**src/rtl/wb_port_arbiter_pkg.sv**
```systemverilog
// Shared definitions for the write-back port arbiter and the WB stage wiring.
package wb_port_arbiter_pkg;

    localparam int WB_DW       = 32;
    localparam int WB_AW       = 5;
    localparam int WB_DEPTH    = 4;
    localparam int WB_MAX_WAIT = 8;

    // Register 0 is hard-wired; writes to it are never issued.
    localparam logic [WB_AW-1:0] REG_ZERO = '0;

    // One write-back request as seen by the WB stage.
    typedef struct packed {
        logic [WB_DW-1:0] data;
        logic [WB_AW-1:0] addr;
        logic             wr;
    } wb_req_t;

    // Which source owns the register-file write port this cycle.
    typedef enum logic [1:0] {
        GNT_NONE = 2'd0,
        GNT_PIPE = 2'd1,
        GNT_LLU  = 2'd2
    } gnt_e;

endpackage

```
**src/rtl/wb_port_arbiter_if.sv**
```systemverilog
// Bus bundle between the pipeline/LLU side and the write-back port arbiter.
interface wb_port_arbiter_if
    import wb_port_arbiter_pkg::*;
#(
    parameter int DW    = WB_DW,
    parameter int AW    = WB_AW,
    parameter int DEPTH = WB_DEPTH
);
    logic                     hold;
    logic                     pipe_valid;
    logic [DW-1:0]            pipe_data;
    logic [AW-1:0]            pipe_addr;
    logic                     pipe_wr;
    logic                     llu_valid;
    logic                     llu_ready;
    logic [DW-1:0]            llu_data;
    logic [AW-1:0]            llu_addr;
    logic [DW-1:0]            wb_data;
    logic [AW-1:0]            wb_addr;
    logic                     wb_wr;
    logic                     wb_we;
    logic                     stall_req;
    logic [(2**AW)-1:0]       pend_mask;
    logic [$clog2(DEPTH):0]   fifo_count;

    // Pipeline / LLU side: drives requests, observes the write port.
    modport master (
        output hold, pipe_valid, pipe_data, pipe_addr, pipe_wr,
        output llu_valid, llu_data, llu_addr,
        input  llu_ready, wb_data, wb_addr, wb_wr, wb_we,
        input  stall_req, pend_mask, fifo_count
    );

    // Arbiter side.
    modport slave (
        input  hold, pipe_valid, pipe_data, pipe_addr, pipe_wr,
        input  llu_valid, llu_data, llu_addr,
        output llu_ready, wb_data, wb_addr, wb_wr, wb_we,
        output stall_req, pend_mask, fifo_count
    );

endinterface

```
**src/rtl/wb_llu_fifo.sv**
```systemverilog
// Result buffer for the long-latency unit: storage, pointers, occupancy and
// the pending-destination mask used by hazard detection.
module wb_llu_fifo #(
    parameter int DW    = 32,
    parameter int AW    = 5,
    parameter int DEPTH = 4
) (
    input  logic                     clk,
    input  logic                     reset,
    input  logic                     i_enq,
    input  logic [DW-1:0]            i_data,
    input  logic [AW-1:0]            i_addr,
    input  logic                     i_deq,
    output logic [DW-1:0]            o_head_data,
    output logic [AW-1:0]            o_head_addr,
    output logic [$clog2(DEPTH):0]   o_count,
    output logic                     o_full,
    output logic                     o_empty,
    output logic [(2**AW)-1:0]       o_pend_mask
);
    localparam int PW = $clog2(DEPTH);
    localparam int CW = PW + 1;
    localparam logic [CW-1:0] FULL_CNT = CW'(DEPTH);

    logic [DW-1:0]    r_data [DEPTH];
    logic [AW-1:0]    r_addr [DEPTH];
    logic [DEPTH-1:0] r_vld;
    logic [PW-1:0]    r_wr_ptr;
    logic [PW-1:0]    r_rd_ptr;
    logic [CW-1:0]    r_count;
    logic             w_do_enq;
    logic             w_do_deq;
    logic [(2**AW)-1:0] w_mask;

    assign o_full      = (r_count == FULL_CNT);
    assign o_empty     = (r_count == '0);
    assign w_do_enq    = i_enq & ~o_full;
    assign w_do_deq    = i_deq & ~o_empty;
    assign o_head_data = r_data[r_rd_ptr];
    assign o_head_addr = r_addr[r_rd_ptr];
    assign o_count     = r_count;
    assign o_pend_mask = w_mask;

    // Pointers, occupancy and per-entry valid flags; pointers wrap at DEPTH.
    always_ff @(posedge clk) begin
        if (reset) begin
            r_wr_ptr <= '0;
            r_rd_ptr <= '0;
            r_count  <= '0;
            r_vld    <= '0;
        end else begin
            if (w_do_enq) begin
                r_vld[r_wr_ptr] <= 1'b1;
                r_wr_ptr        <= r_wr_ptr + PW'(1);
            end
            if (w_do_deq) begin
                r_vld[r_rd_ptr] <= 1'b0;
                r_rd_ptr        <= r_rd_ptr + PW'(1);
            end
            case ({w_do_enq, w_do_deq})
                2'b10:   r_count <= r_count + CW'(1);
                2'b01:   r_count <= r_count - CW'(1);
                default: r_count <= r_count;
            endcase
        end
    end

    // Payload storage; contents are qualified by r_vld so no reset is needed.
    always_ff @(posedge clk) begin
        if (w_do_enq) begin
            r_data[r_wr_ptr] <= i_data;
            r_addr[r_wr_ptr] <= i_addr;
        end
    end

    // One-hot destination of every valid entry, OR-ed together.
    always_comb begin
        w_mask = '0;
        for (int i = 0; i < DEPTH; i++) begin
            if (r_vld[i]) begin
                w_mask[r_addr[i]] = 1'b1;
            end
        end
    end

endmodule

```
**src/rtl/wb_port_arbiter.sv**
```systemverilog
// Arbitrates the single register-file write port between the in-order
// pipeline and buffered long-latency-unit results.
module wb_port_arbiter
    import wb_port_arbiter_pkg::*;
#(
    parameter int DW       = WB_DW,
    parameter int AW       = WB_AW,
    parameter int DEPTH    = WB_DEPTH,
    parameter int MAX_WAIT = WB_MAX_WAIT
) (
    input  logic                clk,
    input  logic                reset,
    wb_port_arbiter_if.slave    bus
);
    localparam int CW = $clog2(DEPTH) + 1;
    localparam int WW = $clog2(MAX_WAIT + 1);
    localparam logic [WW-1:0] WAIT_SAT = WW'(MAX_WAIT);

    logic               w_pipe_need;
    logic               w_wait_hit;
    logic               w_enq;
    logic               w_deq;
    logic               w_full;
    logic               w_empty;
    logic [DW-1:0]      w_head_data;
    logic [AW-1:0]      w_head_addr;
    logic [CW-1:0]      w_count;
    logic [(2**AW)-1:0] w_pend;
    logic [WW-1:0]      r_wait;
    gnt_e               w_gnt;
    wb_req_t            w_req;
    logic               w_stall;

    assign w_pipe_need   = bus.pipe_valid & bus.pipe_wr & (bus.pipe_addr != REG_ZERO);
    assign w_wait_hit    = (r_wait == WAIT_SAT);
    // Readiness looks only at the registered count, never at a same-cycle drain.
    assign bus.llu_ready = ~reset & ~w_full;
    // Results for register 0 are accepted but never stored.
    assign w_enq         = bus.llu_valid & bus.llu_ready & (bus.llu_addr != REG_ZERO);
    assign w_deq         = (w_gnt == GNT_LLU);

    wb_llu_fifo #(
        .DW    (DW),
        .AW    (AW),
        .DEPTH (DEPTH)
    ) u_llu_fifo (
        .clk         (clk),
        .reset       (reset),
        .i_enq       (w_enq),
        .i_data      (bus.llu_data),
        .i_addr      (bus.llu_addr),
        .i_deq       (w_deq),
        .o_head_data (w_head_data),
        .o_head_addr (w_head_addr),
        .o_count     (w_count),
        .o_full      (w_full),
        .o_empty     (w_empty),
        .o_pend_mask (w_pend)
    );

    // Grant decision and write-port mux; the LLU preempts the pipeline only
    // when the pipeline would not write, the head has aged out, or the FIFO is full.
    always_comb begin
        w_gnt   = GNT_NONE;
        w_req   = '0;
        w_stall = 1'b0;
        if (!reset && !bus.hold) begin
            if (!w_empty && (!w_pipe_need || w_wait_hit || w_full)) begin
                w_gnt      = GNT_LLU;
                w_req.data = w_head_data;
                w_req.addr = w_head_addr;
                w_req.wr   = 1'b1;
                w_stall    = w_pipe_need;
            end else if (bus.pipe_valid) begin
                w_gnt      = GNT_PIPE;
                w_req.data = bus.pipe_data;
                w_req.addr = bus.pipe_addr;
                w_req.wr   = w_pipe_need;
            end
        end
    end

    // Age of the FIFO head; frozen under hold, cleared when empty or drained.
    always_ff @(posedge clk) begin
        if (reset) begin
            r_wait <= '0;
        end else if (!bus.hold) begin
            if (w_empty || w_deq) begin
                r_wait <= '0;
            end else if (!w_wait_hit) begin
                r_wait <= r_wait + WW'(1);
            end
        end
    end

    assign bus.wb_data    = w_req.data;
    assign bus.wb_addr    = w_req.addr;
    assign bus.wb_wr      = w_req.wr;
    assign bus.wb_we      = ~reset & ~bus.hold;
    assign bus.stall_req  = w_stall;
    assign bus.pend_mask  = reset ? '0 : w_pend;
    assign bus.fifo_count = reset ? '0 : w_count;

endmodule
```
**src/flat_wrapper.sv**
```systemverilog
// flat-port wrapper written by rule: the top's interface ports become plain ports
module wb_port_arbiter_flat import wb_port_arbiter_pkg::*;
#(
    parameter int DW       = WB_DW,
    parameter int AW       = WB_AW,
    parameter int DEPTH    = WB_DEPTH,
    parameter int MAX_WAIT = WB_MAX_WAIT
)
  (clk, reset, bus_hold, bus_pipe_valid, bus_pipe_data, bus_pipe_addr, bus_pipe_wr, bus_llu_valid, bus_llu_data, bus_llu_addr, bus_llu_ready, bus_wb_data, bus_wb_addr, bus_wb_wr, bus_wb_we, bus_stall_req, bus_pend_mask, bus_fifo_count);
  wb_port_arbiter_if #(.DW(DW), .AW(AW), .DEPTH(DEPTH)) bus_i ();
  input  logic clk;
  input  logic reset;
  input wire logic [$bits(bus_i.hold)-1:0] bus_hold;
  input wire logic [$bits(bus_i.pipe_valid)-1:0] bus_pipe_valid;
  input wire logic [$bits(bus_i.pipe_data)-1:0] bus_pipe_data;
  input wire logic [$bits(bus_i.pipe_addr)-1:0] bus_pipe_addr;
  input wire logic [$bits(bus_i.pipe_wr)-1:0] bus_pipe_wr;
  input wire logic [$bits(bus_i.llu_valid)-1:0] bus_llu_valid;
  input wire logic [$bits(bus_i.llu_data)-1:0] bus_llu_data;
  input wire logic [$bits(bus_i.llu_addr)-1:0] bus_llu_addr;
  output wire logic [$bits(bus_i.llu_ready)-1:0] bus_llu_ready;
  output wire logic [$bits(bus_i.wb_data)-1:0] bus_wb_data;
  output wire logic [$bits(bus_i.wb_addr)-1:0] bus_wb_addr;
  output wire logic [$bits(bus_i.wb_wr)-1:0] bus_wb_wr;
  output wire logic [$bits(bus_i.wb_we)-1:0] bus_wb_we;
  output wire logic [$bits(bus_i.stall_req)-1:0] bus_stall_req;
  output wire logic [$bits(bus_i.pend_mask)-1:0] bus_pend_mask;
  output wire logic [$bits(bus_i.fifo_count)-1:0] bus_fifo_count;
  assign bus_i.hold = bus_hold;
  assign bus_i.pipe_valid = bus_pipe_valid;
  assign bus_i.pipe_data = bus_pipe_data;
  assign bus_i.pipe_addr = bus_pipe_addr;
  assign bus_i.pipe_wr = bus_pipe_wr;
  assign bus_i.llu_valid = bus_llu_valid;
  assign bus_i.llu_data = bus_llu_data;
  assign bus_i.llu_addr = bus_llu_addr;
  assign bus_llu_ready = bus_i.llu_ready;
  assign bus_wb_data = bus_i.wb_data;
  assign bus_wb_addr = bus_i.wb_addr;
  assign bus_wb_wr = bus_i.wb_wr;
  assign bus_wb_we = bus_i.wb_we;
  assign bus_stall_req = bus_i.stall_req;
  assign bus_pend_mask = bus_i.pend_mask;
  assign bus_fifo_count = bus_i.fifo_count;
  wb_port_arbiter #(.DW(DW), .AW(AW), .DEPTH(DEPTH), .MAX_WAIT(MAX_WAIT)) u_core (.clk(clk), .reset(reset), .bus(bus_i));
endmodule
```
**config.mk**
```make
export PLATFORM = sky130hd
export DESIGN_NAME = wb_port_arbiter_flat
export DESIGN_NICKNAME = d
export VERILOG_FILES = /design/src/rtl/wb_port_arbiter_pkg.sv /design/src/rtl/wb_port_arbiter_if.sv /design/src/rtl/wb_llu_fifo.sv /design/src/rtl/wb_port_arbiter.sv /design/src/flat_wrapper.sv
export SDC_FILE = /design/constraint.sdc
export NUM_CORES = 1
export LEC_CHECK = 0
export CAP_MARGIN = 10
export CORE_MARGIN = 4
export CORE_UTILIZATION = 40
export DETAILED_ROUTE_END_ITERATION = 10
export PLACE_DENSITY = 0.75
export SLEW_MARGIN = 0
export SYNTH_ARGS = -nofsm -noshare
export SYNTH_HDL_FRONTEND = slang
export SYNTH_SLANG_ARGS = --single-unit
```
**constraint.sdc**
```tcl
create_clock -name clk -period 7.6 [get_ports clk]
set_input_delay 1.9 -clock clk [delete_from_list [all_inputs] [get_ports clk]]
set_output_delay 1.9 -clock clk [all_outputs]
set_load 0.005 [all_outputs]
```
; Word-level counts from Yosys, hierarchy flattened
; Memories as Yosys holds them, arrays and structs flattened. A register that Yosys moved wholly into a read port is not among the register bits.
; Index checks and enable logic that the tools add are counted.
[word_totals]
register_bits = 15
n_memories = 2
mem_bits_rw = 148
[memory_table]
columns = name, depth, word_bits, rd, rd_ports_with_merged_regs, wr, line_no
row1 = u_core.u_llu_fifo.r_data, 4, 32, 1, 1, 1, wb_llu_fifo.sv:25  ; logic [DW-1:0] r_data [DEPTH];
row2 = u_core.u_llu_fifo.r_addr, 4, 5, 5, 1, 1, wb_llu_fifo.sv:26  ; logic [AW-1:0] r_addr [DEPTH];
[op_classes]
n_bitwise = 18
mux = 38
n_eq_ne = 6
n_reduce_logical = 20
add_sub_neg = 5
magnitude_cmp = 12
[ops]
columns = operator, count
row1 = 32-bit 2-to-1 mux, 5
row2 = 38-bit 2-to-1 mux, 3
row3 = 32-bit bitwise OR, 3
row4 = "5-bit by 6-bit less-than comparator with 1-bit output, second input constant", 4
row5 = 1-bit demux with 5-bit select, 4
row6 = "5-bit by 1-bit >= comparator with 1-bit output, second input constant", 4
row7 = 4-bit 2-to-1 mux, 5
row8 = 2-bit 2-to-1 mux, 6
row9 = 1-bit 2-to-1 mux, 11
row10 = 5-bit nonzero test, 2
row11 = 1-bit AND, 8
row12 = 1-bit logical AND, 8
row13 = "2-bit by 3-bit less-than comparator with 1-bit output, second input constant", 2
row14 = 3-bit case mux with 2 select lines, 1
row15 = "2-bit by 1-bit adder with 2-bit output, second input constant", 2
row16 = "4-bit by 1-bit adder with 4-bit output, second input constant", 1
row17 = 4-bit AND, 1
row18 = 1-bit demux with 2-bit select, 2
row19 = "2-bit == test, second input constant", 2
row20 = "4-bit == test, second input constant", 1
row21 = "2-bit by 1-bit >= comparator with 1-bit output, second input constant", 2
row22 = 1-bit zero test, 4
row23 = 1-bit inverter, 4
row24 = 4-bit inverter, 1
row25 = other kinds (11), 13

; Logic depth before layout (Yosys ltp)
; An unclocked memory read counts as a cell.
[logic_depth]
ltp_word = 13
mapped_depth = 14

; Cells and area by module
; A second synthesis with hierarchy kept.
[unflattened]
hier_cells = 547
hier_area_um2 = 8170.3
[modules_own_cells]
columns = module, instances, cells_per_inst, seq_area_each_um2, area_per_inst_um2
row1 = wb_llu_fifo, 1, 422, 4704.5, 7131.8
row2 = wb_port_arbiter, 1, 125, 80.1, 1038.5

; Worst setup path before layout
; No wires, ideal clock.
[synth_timing]
kind = input-to-output
startpoint = input port bus_pipe_addr[0]
endpoint = output port bus_wb_data[10]
setup_slack_ns = 2.352
t_arrival_ns = 3.348
required_time_ns = 5.700
path_stages = 6
n_path_buf = 2
cell_sequence = or4_1 -> o211a_1 -> a21o_1 -> buf_6 -> buf_6 -> mux2i_1
[synth_via]
elab_chain_len = 8
[synth_rtl]
columns = item, line_no
row1 = start: declaration, flat_wrapper.sv:16  ; input wire logic [$bits(bus_i.pipe_addr)-1:0] bus_pipe_addr;
row2 = 5-bit nonzero test, wb_port_arbiter.sv:34  ; assign w_pipe_need = bus.pipe_valid & bus.pipe_wr & (bus.pipe_addr != REG_ZERO);
row3 = 1-bit AND, wb_port_arbiter.sv:34
row4 = 1-bit zero test, wb_port_arbiter.sv:68  ; if (!w_empty && (!w_pipe_need || w_wait_hit || w_full)) begin
row5 = 1-bit logical OR (2 in series), wb_port_arbiter.sv:68
row6 = 1-bit logical AND, wb_port_arbiter.sv:68
row7 = 38-bit 2-to-1 mux, wb_port_arbiter.sv:68
row8 = 38-bit 2-to-1 mux, wb_port_arbiter.sv:67  ; if (!reset && !bus.hold) begin
row9 = end: declaration, flat_wrapper.sv:22  ; output wire logic [$bits(bus_i.wb_data)-1:0] bus_wb_data;
; Every way passes these cells.

; Final worst setup path
[layout_timing]
startpoint = input port bus_pipe_addr[2]
endpoint = output port bus_wb_data[22]
; Same word-level chain as after synthesis.

==> flow_summary.ini <==
[sta]
fin_crit_sh = 0.874
fmax_ghz = 0.151
hold_viol = 0
setup_violations = 0
period_needed_ps = 6640
finClkSkew_ps = 16.3
drv_slew = 0
worst_pin_slew_ps = 1210
rsz0062_at_grt = no
setup_tns_ps = 0
maxSlewHeadroom = 0.189

[logic_synthesis]
ys_ff_latch = 165
yosysWarnings = 0
synth_cells = 620
synthTopCellsByArea = edfxtp_1 (54%), mux4_2 (10%), mux2i_1 (4.8%)
synth-edff-count = 148
synth_area_leader_cell = edfxtp_1
ys_types = 44
synth_top_area_frac = 0.542
yosysMostFrequentCell = edfxtp_1
netlist_area_mm2 = 0.00821
synth-async-reset-ratio = 0
synth_commonest_cells = edfxtp_1 (148), nand2_1 (49), nand3_1 (43)
ys.flop_type = edfxtp_1
postSynthAreaPerCell_um2 = 13.2
seq_area_frac_synth = 0.583
syn_nets = 712

[global_routing]
grt_pass1_vias = 5839
grt_overflow = 0
grt_pass1_wl_um = 32500
grt_start_max_net_pins = 49
grt_usage = 0.185
antenna_found_initial = 1

[routing]
vias = 5919
vias_per_cell = 5.72
antenna_left = 0
dr.pass1.iters = 7
wl_um = 21000
drt-initial-drc-count = 504
wl_per_cell_um = 20.3
drc = 0

[finish]
antennaDiodeCount = 0
area_delta_synth_final_pct = 28.2
layout-drive-gt1-share = 0.116
fin_nets = 843
fin_util = 0.520

[power_and_ir_drop]
worst_ir_drop_vdd_v = 0.000155
p_leak_uw = 0.00343
p_per_area_mw_per_mm2 = 207
power.total_uw = 2180

[critical_path]
path_max_fanout = 38
crit_arrival_ps = 4740
cp-end-kind = output port
required_ps = 5700
cp-start-kind = input pin
worstReg2RegStart = u_core.r_wait[0]
rrSetupSlack_ps = 4220
critical_path_class = in -> out
reg2reg_to = u_core.u_llu_fifo.o_count[2]
r2r_cells = 12

[hold_path]
hold_depth = 2
min_path_type = reg -> reg
worstHoldStart = u_core.u_llu_fifo.o_count[2]
hold_end = u_core.u_llu_fifo.o_count[2]

[clock_tree]
clk_pin_slew_ps = 70
cts-buffers-inserted = 17
cts.sinks = 165
htreeDepth = 4
cts_resized = 0
clk-insertion-delay-late_ps = 420
cts_root_buffer = clkbuf_16
clk_path_buf_depth = 2
cts_tree = yes
hold_buffers = 0
post-cts-setup-buffers = 0

[die]
io_pins = 156
dieHeight_um = 151
dieArea_mm2 = 0.0229
start_util = 0.406
core-area_mm2 = 0.0202
num_rows = 52
die_width_um = 151

[place]
place_congestion = 0.920
port-buffer-count = 155
dp_hpwl_um = 13900

[flow_run]
maxCapViolCount = 0

[run_status]
run_status = completed
metal layers:
layer / GRT usage / routed length (um) / vias to the layer above
met4: 0.0544 / 349 / 2
met1: 0.250 / 8750 / 2867
met2: 0.297 / 10000 / 316
met3: 0.0467 / 1820 / 33
li1: - / - / 2701
met5: 0 / 7 / -
cell usage in the layout, fill, tap and decap left out, types with 8 or more instances in the layout:
| cell type | count |
|---|---|
| dfxtp_1 | 15 |
| mux4_2 | 37 |
| nor3_1 | 10 |
| a21oi_1 | 30 |
| clkbuf_16 | 17 |
| a22oi_1 | 36 |
| and3b_1 | 8 |
| nand2_1 | 49 |
| nand3_1 | 43 |
| mux2i_1 | 39 |
| a221oi_1 | 12 |
| o22ai_1 | 12 |
| ha_1 | 11 |
| inv_1 | 12 |
| nand3b_1 | 10 |
| nor2_1 | 35 |
| nor3b_1 | 18 |
| edfxtp_1 | 148 |
| clkdlybuf4s50_1 | 155 |
worst max-delay path, stage by stage:
cell             delay [ps]
clkdlybuf4s50_1         500
or4_1                   560
o211a_1                 280
a21o_2                  620
mux2i_1                 310
clkdlybuf4s50_1         550
worst max-delay path by stage:
stage	from	endpoint	slack (ps)
2_1_floorplan	bus_pipe_addr[0]	bus_wb_data[10]	2350
3_3_place_gp	bus_pipe_addr[2]	bus_wb_data[22]	1040
3_5_place_dp	bus_pipe_addr[2]	bus_wb_data[27]	990
4_1_cts	bus_pipe_addr[2]	bus_wb_data[0]	980
5_1_grt	bus_pipe_addr[2]	bus_wb_data[22]	840
6_report	bus_pipe_addr[2]	bus_wb_data[22]	960
logic make-up after synthesis:
logic type | Yosys count | share of synthesized area
compound gates | 106 | 0.0881
flops | 165 | 0.583
buf+inv | 62 | 0.0320
xor+xnor | 5 | 0.00534
fa+ha+maj | 12 | 0.0192
mux | 78 | 0.152
simple gates | 192 | 0.120
power by group:
group	leakage, uW	switching (uW)	internal (uW)	total [uW]
Combinational	0.00167	160	169	329
Clock	0.000271	373	433	806
Sequential	0.00148	20.2	1020	1040
area by class of cell:
type,count,area (um^2)
tap,270,338
sequential,165,4790
multi-input combinational,393,3170
fill,1659,9720
inverter,13,48.8
clock inverter,15,144
clock buffer,17,425
timing repair buffer,161,1610
state kept, by name (all words and copies together), names as in the netlist, named ones only:
register                    flops
u_core.r_wait                   4
u_core.u_llu_fifo.o_count       3
u_core.u_llu_fifo.r_addr       20
u_core.u_llu_fifo.r_data      128
u_core.u_llu_fifo.r_rd_ptr      2
u_core.u_llu_fifo.r_vld         4
u_core.u_llu_fifo.r_wr_ptr      2
per-stage QoR:
stage | hold WS, ps | std cells | cell area [um^2] | worst slack (ps)
global route | 557 | 1034 | 10500 | 836
detailed placement | 502 | 1002 | 9950 | 995
global placement | 492 | 1002 | 9950 | 1040
floorplan | 470 | 620 | 8210 | 2350
CTS | 512 | 1034 | 10500 | 979
finish | 510 | 1034 | 10500 | 961
No activity file was read; power rests on OpenSTA's default activity.
